**src/rtl/uart_pkg.sv**
```systemverilog
// Shared UART definitions used by the transmit and receive blocks.
package uart_pkg;

   // Line-side FSM states; the receiver walks the same sequence.
   typedef enum logic [1:0] {
      IDLE  = 2'd0,
      START = 2'd1,
      DATA  = 2'd2,
      STOP  = 2'd3
   } uart_state_t;

   localparam int CLK_FREQ_DEFAULT = 50_000_000;

   // Whole system clocks per line bit (truncating division).
   function automatic int clks_per_bit(input int clk_freq, input int baud);
      return clk_freq / baud;
   endfunction

endpackage

```
**src/rtl/uart_baud_tick.sv**
```systemverilog
// Bit-period timer: one-cycle tick every CLKS_PER_BIT cycles while enabled.
// The count is held at zero whenever en is low, so the first tick after
// en rises lands exactly CLKS_PER_BIT cycles later.
module uart_baud_tick #(
   parameter int CLKS_PER_BIT = 434
) (
   input  logic clk,
   input  logic arstn,
   input  logic en,
   output logic tick
);

   localparam int CW = (CLKS_PER_BIT > 1) ? $clog2(CLKS_PER_BIT) : 1;
   localparam logic [CW-1:0] LAST = CW'(CLKS_PER_BIT - 1);

   logic [CW-1:0] cnt;

   // Free-running 0..CLKS_PER_BIT-1 counter, cleared while disabled.
   always_ff @(posedge clk or negedge arstn) begin
      if (!arstn)                     cnt <= '0;
      else if (!en || (cnt == LAST))  cnt <= '0;
      else                            cnt <= cnt + 1'b1;
   end

   assign tick = en && (cnt == LAST);

endmodule

```
**src/rtl/uart_tx_module.sv**
```systemverilog
// UART 8N1 transmitter: one DEPTH-byte word per valid/ready handshake,
// byte 0 first, each byte LSB first, bytes back-to-back within a word.
module uart_tx_module
   import uart_pkg::*;
#(
   parameter int CLK_FREQ = CLK_FREQ_DEFAULT,
   parameter int boadrate = 115200,
   parameter int DEPTH    = 4
) (
   input  logic                  clk,
   input  logic                  arstn,
   input  logic [DEPTH-1:0][7:0] data,
   input  logic                  valid,
   output logic                  ready,
   output logic                  tx,
   output logic                  busy
);

   localparam int CLKS_PER_BIT = clks_per_bit(CLK_FREQ, boadrate);
   localparam int BW           = (DEPTH > 1) ? $clog2(DEPTH) : 1;
   localparam logic [BW-1:0] LAST_BYTE = BW'(DEPTH - 1);

   localparam logic [1:0] S_IDLE  = IDLE;
   localparam logic [1:0] S_START = START;
   localparam logic [1:0] S_DATA  = DATA;
   localparam logic [1:0] S_STOP  = STOP;

   // Refuse to build with a bit period the timer cannot represent.
   if (CLKS_PER_BIT < 2) begin : g_bad_rate
      $error("uart_tx_module: CLK_FREQ / boadrate must be at least 2");
   end
   if (DEPTH < 1) begin : g_bad_depth
      $error("uart_tx_module: DEPTH must be at least 1");
   end

   logic [1:0]         state;
   logic [2:0]         bit_idx;
   logic [BW-1:0]      byte_idx;
   logic [DEPTH*8-1:0] shreg;
   logic               tick;

   logic accept;
   logic start_done;
   logic data_step;
   logic data_done;
   logic stop_done;
   logic word_done;

   assign accept     = (state == S_IDLE) && valid && ready;
   assign start_done = (state == S_START) && tick;
   assign data_step  = (state == S_DATA) && tick && (bit_idx != 3'd7);
   assign data_done  = (state == S_DATA) && tick && (bit_idx == 3'd7);
   assign stop_done  = (state == S_STOP) && tick;
   assign word_done  = stop_done && (byte_idx == LAST_BYTE);

   uart_baud_tick #(
      .CLKS_PER_BIT (CLKS_PER_BIT)
   ) u_baud (
      .clk   (clk),
      .arstn (arstn),
      .en    (state != S_IDLE),
      .tick  (tick)
   );

   // Frame sequencing and bit/byte position tracking.
   always_ff @(posedge clk or negedge arstn) begin
      if (!arstn) begin
         state    <= S_IDLE;
         bit_idx  <= '0;
         byte_idx <= '0;
      end else begin
         case (state)
            S_IDLE:  if (accept) state <= S_START;
            S_START: if (start_done) state <= S_DATA;
            S_DATA: begin
               if (data_done) begin
                  bit_idx <= '0;
                  state   <= S_STOP;
               end else if (data_step) begin
                  bit_idx <= bit_idx + 3'd1;
               end
            end
            S_STOP: begin
               if (word_done) begin
                  byte_idx <= '0;
                  state    <= S_IDLE;
               end else if (stop_done) begin
                  byte_idx <= byte_idx + 1'b1;
                  state    <= S_START;
               end
            end
            default: state <= S_IDLE;
         endcase
      end
   end

   // Word shifter: latched on accept, shifted once per data bit driven,
   // so the next byte's bit 0 sits at the bottom when its start bit ends.
   always_ff @(posedge clk or negedge arstn) begin
      if (!arstn)                       shreg <= '0;
      else if (accept)                  shreg <= data;
      else if (start_done || data_step) shreg <= shreg >> 1;
   end

   // Registered line and handshake outputs.
   always_ff @(posedge clk or negedge arstn) begin
      if (!arstn) begin
         tx    <= 1'b1;
         ready <= 1'b1;
         busy  <= 1'b0;
      end else begin
         if (accept) begin
            tx    <= 1'b0;
            ready <= 1'b0;
            busy  <= 1'b1;
         end else if (start_done || data_step) begin
            tx <= shreg[0];
         end else if (data_done) begin
            tx <= 1'b1;
         end else if (word_done) begin
            ready <= 1'b1;
            busy  <= 1'b0;
         end else if (stop_done) begin
            tx <= 1'b0;
         end
      end
   end

endmodule

```
**config.mk**
```make
export PLATFORM = sky130hd
export DESIGN_NAME = uart_tx_module
export DESIGN_NICKNAME = d
export VERILOG_FILES = /design/src/rtl/uart_pkg.sv /design/src/rtl/uart_baud_tick.sv /design/src/rtl/uart_tx_module.sv
export SDC_FILE = /design/constraint.sdc
export NUM_CORES = 1
export LEC_CHECK = 0
export CAP_MARGIN = 20
export CORE_ASPECT_RATIO = 0.6
export CORE_MARGIN = 3
export CORE_UTILIZATION = 35
export CTS_BUF_LIST = sky130_fd_sc_hd__clkbuf_4 sky130_fd_sc_hd__clkbuf_8
export DETAILED_ROUTE_END_ITERATION = 8
export PLACE_DENSITY_LB_ADDON = 0.15
export SYNTH_ARGS = -nofsm -noshare
export SYNTH_HDL_FRONTEND = slang
export SYNTH_SLANG_ARGS = --single-unit
```
**constraint.sdc**
```tcl
create_clock -name clk -period 2.1 [get_ports clk]
set_input_delay 0.63 -clock clk [delete_from_list [all_inputs] [get_ports clk]]
set_output_delay 0.63 -clock clk [all_outputs]
set_load 0.05 [all_outputs]
```
==> flow_metrics.tcl <==
set metrics [dict create \
    outcome "complete, but fails checks" \
    violations "setup timing" \
    num_antenna_cells 0 \
    finalSetupViolCount 1 \
    drt_iter0_markers 76 \
    ys_types 38 \
    cp_slowest_stage_delay_ns 0.54 \
    cts-buffers-inserted 5 \
    port_buffers 37 \
    grt_max_degree 30 \
    slew_violations 0 \
    cts-root-buf "clkbuf_8" \
    yosysSeqAreaShare 0.531 \
    insertion_delay_ns 0.29 \
    nets 310 \
    hold_class "in -> async" \
    grt_use_met1 0.240 \
    cts.sinks 51 \
    place_hpwl_um 3870 \
    n_fill_cell 610 \
    route.detailed.drc 0 \
    critPathBufInv 0 \
    cp_top_family "simple AND/OR/NAND/NOR gates" \
    fp-row-count 22 \
    grt-busiest-layer "met1" \
    vdd_ir_drop_max_uv 305 \
    mappedNetlistArea_um2 2410 \
    num_vias 1796 \
    tightestPinTransition_ns 0.528 \
    rsz0062_at_grt "yes" \
    fin_util 0.504 \
    grt_use_total 0.138 \
    path_cells "or4b_4 -> or4_4 -> or4_4 -> a21o_1" \
    synth_ff_type "dfrtp_1" \
    yosysMostFrequentCell "dfrtp_1" \
    power.total_uw 1690 \
    crit_type "reg -> reg" \
    worst_path_max_delay_cell "or4b_4" \
    synth_top_area_share 0.509 \
    grt_util_met2 0.161 \
    antenna_found_initial 0 \
    drtAntennaViolNets 0 \
    die_y_um 70.3 \
    synth_warnings 0 \
    max_slew_margin 0.648 \
    area_growth_pct 33.6 \
    die_w_um 113 \
    grtUsageMet3 0.0407 \
    synthTopCellsByCount "49 x dfrtp_1, 32 x a21o_1, 30 x a22o_1" \
    first_global_vias 1692 \
    cts_tree "built" \
    clkTransAtPathRegs_ns 0.09 \
    gp_congestion 0.829 \
    period_share 1.02 \
    layout-drive-gt1-share 0.202 \
    dpl_worst_slack_ns -0.0751 \
    syn-num-nets 250 \
    synth_area_leaders "dfrtp_1 51%, a22o_1 11%, a21o_1 10%, ha_1 4.7%, dfstp_2 2.2%" \
    cap_violations 0 \
    hold_viol 0 \
    wirelength_um 5420 \
    hold_slack_ns 0.305 \
    viasPerCell 5.12 \
    wl_per_cell_um 15.4 \
    power_density_nw_per_um2 524 \
    h-tree-depth 2 \
    crit_path_start_kind "flip-flop" \
    cp_max_fo 2 \
    leakage_uw 0.00176 \
    crit_top_cell "or4_4" \
    critPathArrivalTime_ns 2.33 \
    die_area_um2 7950 \
    syn_avg_cell_area_um2 11.7 \
    grt-ovfl-total 0 \
    synth_seq_cells 51 \
    synth_edf_count 0 \
    async_flop_share 1.00 \
    cp.required_ns 2.29 \
    layout_setup_ws_ns -0.0384 \
    max_freq_mhz 468 \
    io_pins 38 \
    endpoint_kind "flip-flop" \
    cts_buffer_depth 2 \
    dr.pass1.iters 4 \
    grt_pass1_wl_um 8840 \
    synth_top_area_cell "dfrtp_1" \
    clock_skew_ns 0.00434 \
    period_minus_slack_ns 2.14 \
    syn_inst 206 \
    core-area_um2 6390 \
    initial_utilization 0.377 \
]
[sequential cells by signal, summed over array words and instances, names as in the netlist]
register    cells
bit_idx         3
busy            1
byte_idx        2
ready           1
shreg          32
state           2
tx              1
u_baud.cnt      9
[area by class of cell]
type | instances | area (µm²) | area share
multi-input cells | 134 | 1060 | 0.331
repair buffers | 65 | 631 | 0.196
well taps | 84 | 105 | 0.0327
clock inverters | 1 | 7.51 | 0.00233
flip-flops and latches | 51 | 1280 | 0.398
inverters | 9 | 33.8 | 0.0105
clock buffers | 7 | 96.3 | 0.0299
[layer usage]
metal,vias up,share of wire
met5,-,0
met2,44,0.37
met1,864,0.57
li1,886,-
met3,2,0.058
met4,0,0.0024
[worst paths after layout]
kind                                     from    endpoint  slack [ns]  depth (start not counted)
worst min-delay path                    arstn  bit_idx[2]        0.31                          1
worst min register to register      shreg[30]   shreg[30]        0.48                          1
min in group clk                    shreg[30]   shreg[30]        0.48                          1
max in group asynchronous               arstn          tx        1.22                          2
worst max register to register  u_baud.cnt[2]        busy       -0.04                          4
worst max-delay path            u_baud.cnt[2]        busy       -0.04                          4
[timing repair]
action | in CTS | in global routing
setup endpoints to repair | 31 | 34
buffers inserted | 1 | 0
pin swaps | 1 | 0
gates cloned | 0 | 2
hold buffers | 0 | 0
gates resized for setup | 0 | 6
[worst reg2reg max path: stages, from the launching register on]
cell and delay (ns):
dfrtp_1 0.39, or4b_4 0.54, or4_4 0.49, or4_4 0.43
a21o_1 0.18
[where the power goes]
| part | internal (µW) | switching, µW | leakage [µW] |
|---|---|---|---|
| clock | 300 | 313 | 0.0000505 |
| combinational | 59.1 | 32.5 | 0.00102 |
| sequential | 981 | 0 | 0.000681 |
| total | 1340 | 346 | 0.00176 |
[cell families (layout without fill, tap and decap cells)]
family,Yosys count,in the layout,share of synthesized area
flops,51,51,0.531
mux,4,4,0.0187
simple gates,36,36,0.0805
buf+inv,21,82,0.0374
compound gates,80,80,0.268
xor+xnor,5,5,0.0182
fa+ha+maj,9,9,0.0468
[layout by cell type (no fill, tap or decap), types with 3 or more instances in the layout]
cell,synthesis,routed
inv_1,9,9
nand2_1,6,6
clkbuf_8,0,7
ha_1,9,9
nand3_1,3,3
mux2_2,4,4
a22o_1,30,30
nor3_1,5,4
o21ai_0,6,6
buf_4,0,25
a21o_1,32,32
xnor2_1,3,3
dfrtp_1,49,49
nor2_1,9,8
clkdlybuf4s50_1,0,33
buf_12,0,3
[stage by stage]
stage                     setup TNS, ns  area (µm²)  instances
after detailed placement          -1.87        3050        340
final                           -0.0384        3220        351
after floorplan                  -0.258        2410        206
after global placement           -0.626        3050        340
after global routing             -0.138        3220        351
after CTS                       -0.0416        3160        349
No activity file was read; power rests on OpenSTA's default activity.
==> RTL edit 1 (same flow settings) <==
Set the parameter `boadrate` to 230400 (it was 115200).
--- a/src/rtl/uart_tx_module.sv
+++ b/src/rtl/uart_tx_module.sv
@@ -5,5 +5,5 @@
 #(
    parameter int CLK_FREQ = CLK_FREQ_DEFAULT,
-   parameter int boadrate = 115200,
+   parameter int boadrate = 230400,
    parameter int DEPTH    = 4
 ) (
Function: no difference found for any inputs over 10 cycles, from zero or initial values and one cycle with arstn low; that may be too few to reach the edited logic, so the function may still have changed.
==> RTL edit 1 against the unedited design <==
Routed wire length decreased by 4.6%; sequential share of layout area increased by 0.67 points; non-clock buffer count decreased by 15; synthesized area increased by 0.52%; via count decreased by 4.5%; cell area decreased by 3.6%; worst setup slack improved by 160 ps; first-iteration DRC count increased by 16%; sequential cell count decreased by 1; maximum frequency increased by 8.1%; total power decreased by 4.9%; largest power group unchanged.
==> RTL edit 1: results (changes against the unedited design) <==
DP HPWL=3.442 mm (-11%); vias in the first global route=1752 (+3.5%); largest net degree at the start of global routing=40 (+33%); vias=1715 (-4.5%); detailed-router iteration count before antenna repair=4 (unchanged); final net count=294 (-5.2%); Area contributors post-synth=dfrtp_1, a22o_1, a21o_1; commonest cells in the netlist=dfrtp_1, a21o_1, a22o_1; sequential fraction of the synthesis area=51.78% (-1.3 points); initial antenna violation count=0 (unchanged); Net Count, Synth=248 (-0.80%); maximum VDD drop=0.2102 mV (-31%); Pleak=1.689 nW (-3.8%); Worst Setup SP=bit_idx[0]$_DFFE_PN0P_; post-synth cell types=33 (-13%); clk_skew=8.270 ps (+3.930 ps); average wire per standard cell=15.49 um (+0.26%); first-pass GRT wire length=8.604 mm (-2.6%); clk slew on worst S/H paths=90 ps (about the same); 1st-iter DRT viols=88 (+16%); ant diodes=0 (unchanged); Total GRT Usage=13.52% (-0.26 points); highest fanout seen on the critical path=15 (+13); Top Registers=shreg: 32 flops, u_baud.cnt: 8 flops, bit_idx: 3 flops; share of layout cells above drive strength 1=15.20% (-5.0 points); Post-Place Setup Slack=4.662 ps (+79.76 ps); RD Place Congestion=0.7525 (-9.2%); Longest Clk Path Bufs=2 (unchanged); Skew-Pair Late Insertion Delay=300 ps; crit path DAT=2170 ps (-160 ps); total CTS buffers=5 (unchanged); status=complete, no violations; Slew HR=77.79% (+13 points)
RTL edit 1: final timing paths:
| kind | to | slack [ps] | depth (start not counted) |
|---|---|---|---|
| hold reg to reg | shreg[29]$_DFFE_PN0P_ | 480 | 1 |
| setup / recovery | shreg[2]$_DFFE_PN0P_ | 120 | 7 |
| min in group clk | shreg[29]$_DFFE_PN0P_ | 480 | 1 |
| max in group asynchronous | ready$_DFFE_PN1P_ | 1330 | 2 |
| hold / removal | u_baud.cnt[6]$_DFF_PN0_ | 210 | 1 |
| setup reg to reg | shreg[2]$_DFFE_PN0P_ | 120 | 7 |
RTL edit 1: layer usage:
metal / share of wire [%] / global-route usage [%]
met2: 41 / 18.11
met5: 0 / 0
met3: 4.1 / 3.810
met4: 0.77 / 4.000
met1: 54 / 20.76
RTL edit 1: worst max-delay path: stages (launching register included):
cell       delay (ps)
dfrtp_1           410
ha_2              210
ha_4              170
nand2b_4          150
a2111oi_4         410
nor2_2            130
clkbuf_16         200
a21o_1            180
RTL edit 1: final cells by class:
cell class,count,area (sq um)
fillers,584,3284
flip-flops and latches,50,1254
multi-input cells,134,1069
repair buffers,50,556.8
well taps,84,105.1
clock buffers,7,83.83
inverters,9,33.78
RTL edit 1: kinds of logic after synthesis:
family          synth area share, %
mux                           2.790
xor+xnor                      1.809
compound gates                25.43
flops                         51.78
simple gates                  8.528
buf+inv                       5.012
fa+ha+maj                     4.651
RTL edit 1: stage by stage:
stage | cells | area [sq um] | TNS [ps] | hold slack [ps]
finish | 334 | 3102 | 0 | 209.5
CTS | 331 | 2997 | -29.65 | 201.1
detailed placement | 324 | 2909 | 0 | 466.2
global route | 334 | 3102 | -0.5917 | 206.7
floorplan | 204 | 2421 | 0 | 334.4
global placement | 324 | 2909 | 0 | 459.7
RTL edit 1: timing repair:
item | in CTS | in global routing
cloned | 0 | 2
resized for setup | 1 | 11
pin swaps | 0 | 1
setup endpoints to repair | 16 | 31
setup buffers | 0 | 1
RTL edit 1: power by group:
part           leakage [nW]  internal [W]  switching (W)
clock network        0.0452      0.000256       0.000297
logic                 0.982     0.0000587      0.0000308
registers             0.662      0.000962              0
total                  1.69       0.00128       0.000328
==> RTL edit 2 (config.mk and constraints unchanged) <==
Without the edit above. Make the reset (`arstn`) synchronous in 4 clocked blocks.
--- a/src/rtl/uart_baud_tick.sv
+++ b/src/rtl/uart_baud_tick.sv
@@ -17,5 +17,5 @@
 
    // Free-running 0..CLKS_PER_BIT-1 counter, cleared while disabled.
-   always_ff @(posedge clk or negedge arstn) begin
+   always_ff @(posedge clk) begin
       if (!arstn)                     cnt <= '0;
       else if (!en || (cnt == LAST))  cnt <= '0;
--- a/src/rtl/uart_tx_module.sv
+++ b/src/rtl/uart_tx_module.sv
@@ -64,5 +64,5 @@
 
    // Frame sequencing and bit/byte position tracking.
-   always_ff @(posedge clk or negedge arstn) begin
+   always_ff @(posedge clk) begin
       if (!arstn) begin
          state    <= S_IDLE;
@@ -97,5 +97,5 @@
    // Word shifter: latched on accept, shifted once per data bit driven,
    // so the next byte's bit 0 sits at the bottom when its start bit ends.
-   always_ff @(posedge clk or negedge arstn) begin
+   always_ff @(posedge clk) begin
       if (!arstn)                       shreg <= '0;
       else if (accept)                  shreg <= data;
@@ -104,5 +104,5 @@
 
    // Registered line and handshake outputs.
-   always_ff @(posedge clk or negedge arstn) begin
+   always_ff @(posedge clk) begin
       if (!arstn) begin
          tx    <= 1'b1;
Formal check against the unedited RTL: differs if arstn is asserted again (counterexample within 4 cycles, from zero or initial values and one cycle with arstn low); with arstn held inactive, the same outputs for 10 cycles.
==> RTL edit 2 against the unedited design <==
Utilization down 3.2 points; worst setup slack better by 230 ps; synthesized area rose by 0.36%; clock skew increased by 6.2 ps; hold slack better by 160 ps; sequential share of layout area decreased by 5.9 points; routed wire length grew 6.8%; synthesized cell count up 23%; cell area shrank 6.3%; sequential cell count is the same.
Power is not compared: it rests on default switching activity, and its combinational part moved more than twofold at a synthesized area within 25%.
==> RTL edit 2: results (changes against the unedited design) <==
RD Place Congestion=0.7824 (-5.6%); vias in the first global route=1857 (+9.8%); sequential fraction of the synthesis area=42.24% (-11 points); Synth async-reset ratio=0% (-100 points); largest net degree at the start of global routing=35 (+17%); flop-to-flop setup slack=190 ps (+230 ps); Net Count, Synth=297 (+19%); hold_ws=466.4 ps (+161.2 ps); share of layout cells above drive strength 1=17.06% (-3.2 points); Total GRT Usage=14.85% (+1.1 points); crit path DAT=2150 ps (-180 ps); R2R cell count=6 (+2); vias=2023 (+13%); Via-to-Cell Ratio=5.366 (+4.9%); clk_skew=10.50 ps (+6.160 ps); final net count=336 (+8.4%); status=complete, no violations; total placed cells including tap cells=369 (+8.5%); DRT Wirelength=5.791 mm (+6.8%); Hold Crit Class=flip-flop to flip-flop; DP HPWL=3.945 mm (+2.0%); RR Startpoint=state[0]$_SDFFE_PN0P_; post-CTS setup buffers=0 (-1); Mean Syn Cell Area=9.555 sq um (-18%); Fillers=629 (+3.1%)
[RTL edit 2: cell types whose count changed after synthesis, sizes merged, moves of 5 or more]
cell,delta
dfxtp,+51
dfrtp,-49
a21oi,+39
nand3,+34
a21o,-32
a22oi,+31
a22o,-30
o21ai,-5
[RTL edit 2: layer usage]
| metal | GRT usage, % | up-vias | routed length [um] |
|---|---|---|---|
| met5 | 0 | - | 0 |
| met3 | 4.242 | 2 | 324 |
| met4 | 3.200 | 0 | 27 |
| met1 | 24.10 | 947 | 3222 |
| li1 | - | 1028 | - |
| met2 | 18.50 | 46 | 2216 |
[RTL edit 2: cell type report]
class                   count  area (sq um)  area share [%]
multi-input cells         181          1287           42.70
flip-flops and latches     51          1021           33.86
repair buffers             48         470.5           15.60
well taps                  84         105.1           3.485
clock buffers               5         68.82           2.282
clock inverters             3         43.79           1.452
inverters                   5         18.77          0.6224
[RTL edit 2: logic make-up after synthesis]
group / count (synthesis) / share of synthesized area [%]
buffers and inverters: 21 / 4.710
and+or+nand+nor: 80 / 18.89
AOI/OAI and AO/OA: 85 / 26.97
xor gates and xnor gates: 7 / 2.536
DFF: 51 / 42.24
adders and majority gates: 9 / 4.658
[RTL edit 2: through the flow]
stage,instance area [sq um],setup WS [ps]
after floorplan,2417,411.8
after global placement,2903,196.4
after detailed placement,2903,155.8
after CTS,3015,200.4
after global routing,3015,46.85
final,3015,188.7
[RTL edit 2: path summary, 6_finish.rpt]
path / endpoint
worst min register to register: bit_idx[1]$_SDFFE_PN0P_
worst min-delay path: bit_idx[1]$_SDFFE_PN0P_
worst max-delay path: state[0]$_SDFFE_PN0P_
worst max register to register: state[0]$_SDFFE_PN0P_
[RTL edit 2: worst max-delay path, delay by kind of cell, from the launching register on]
family / cells / cell delay [ps]
AOI/OAI and AO/OA: 2 / 370
and+or+nand+nor: 1 / 510
DFF: 1 / 410
buffers and inverters: 2 / 270
adders and majority gates: 1 / 300
[RTL edit 2: power breakdown]
group / switching [W] / internal [W] / leakage [nW]
combinational: 0.000562 / 0.000426 / 0.568
clock: 0.000335 / 0.000355 / 0.0581
sequential: 0.000111 / 0.00112 / 0.416
total: 0.00101 / 0.00190 / 1.04
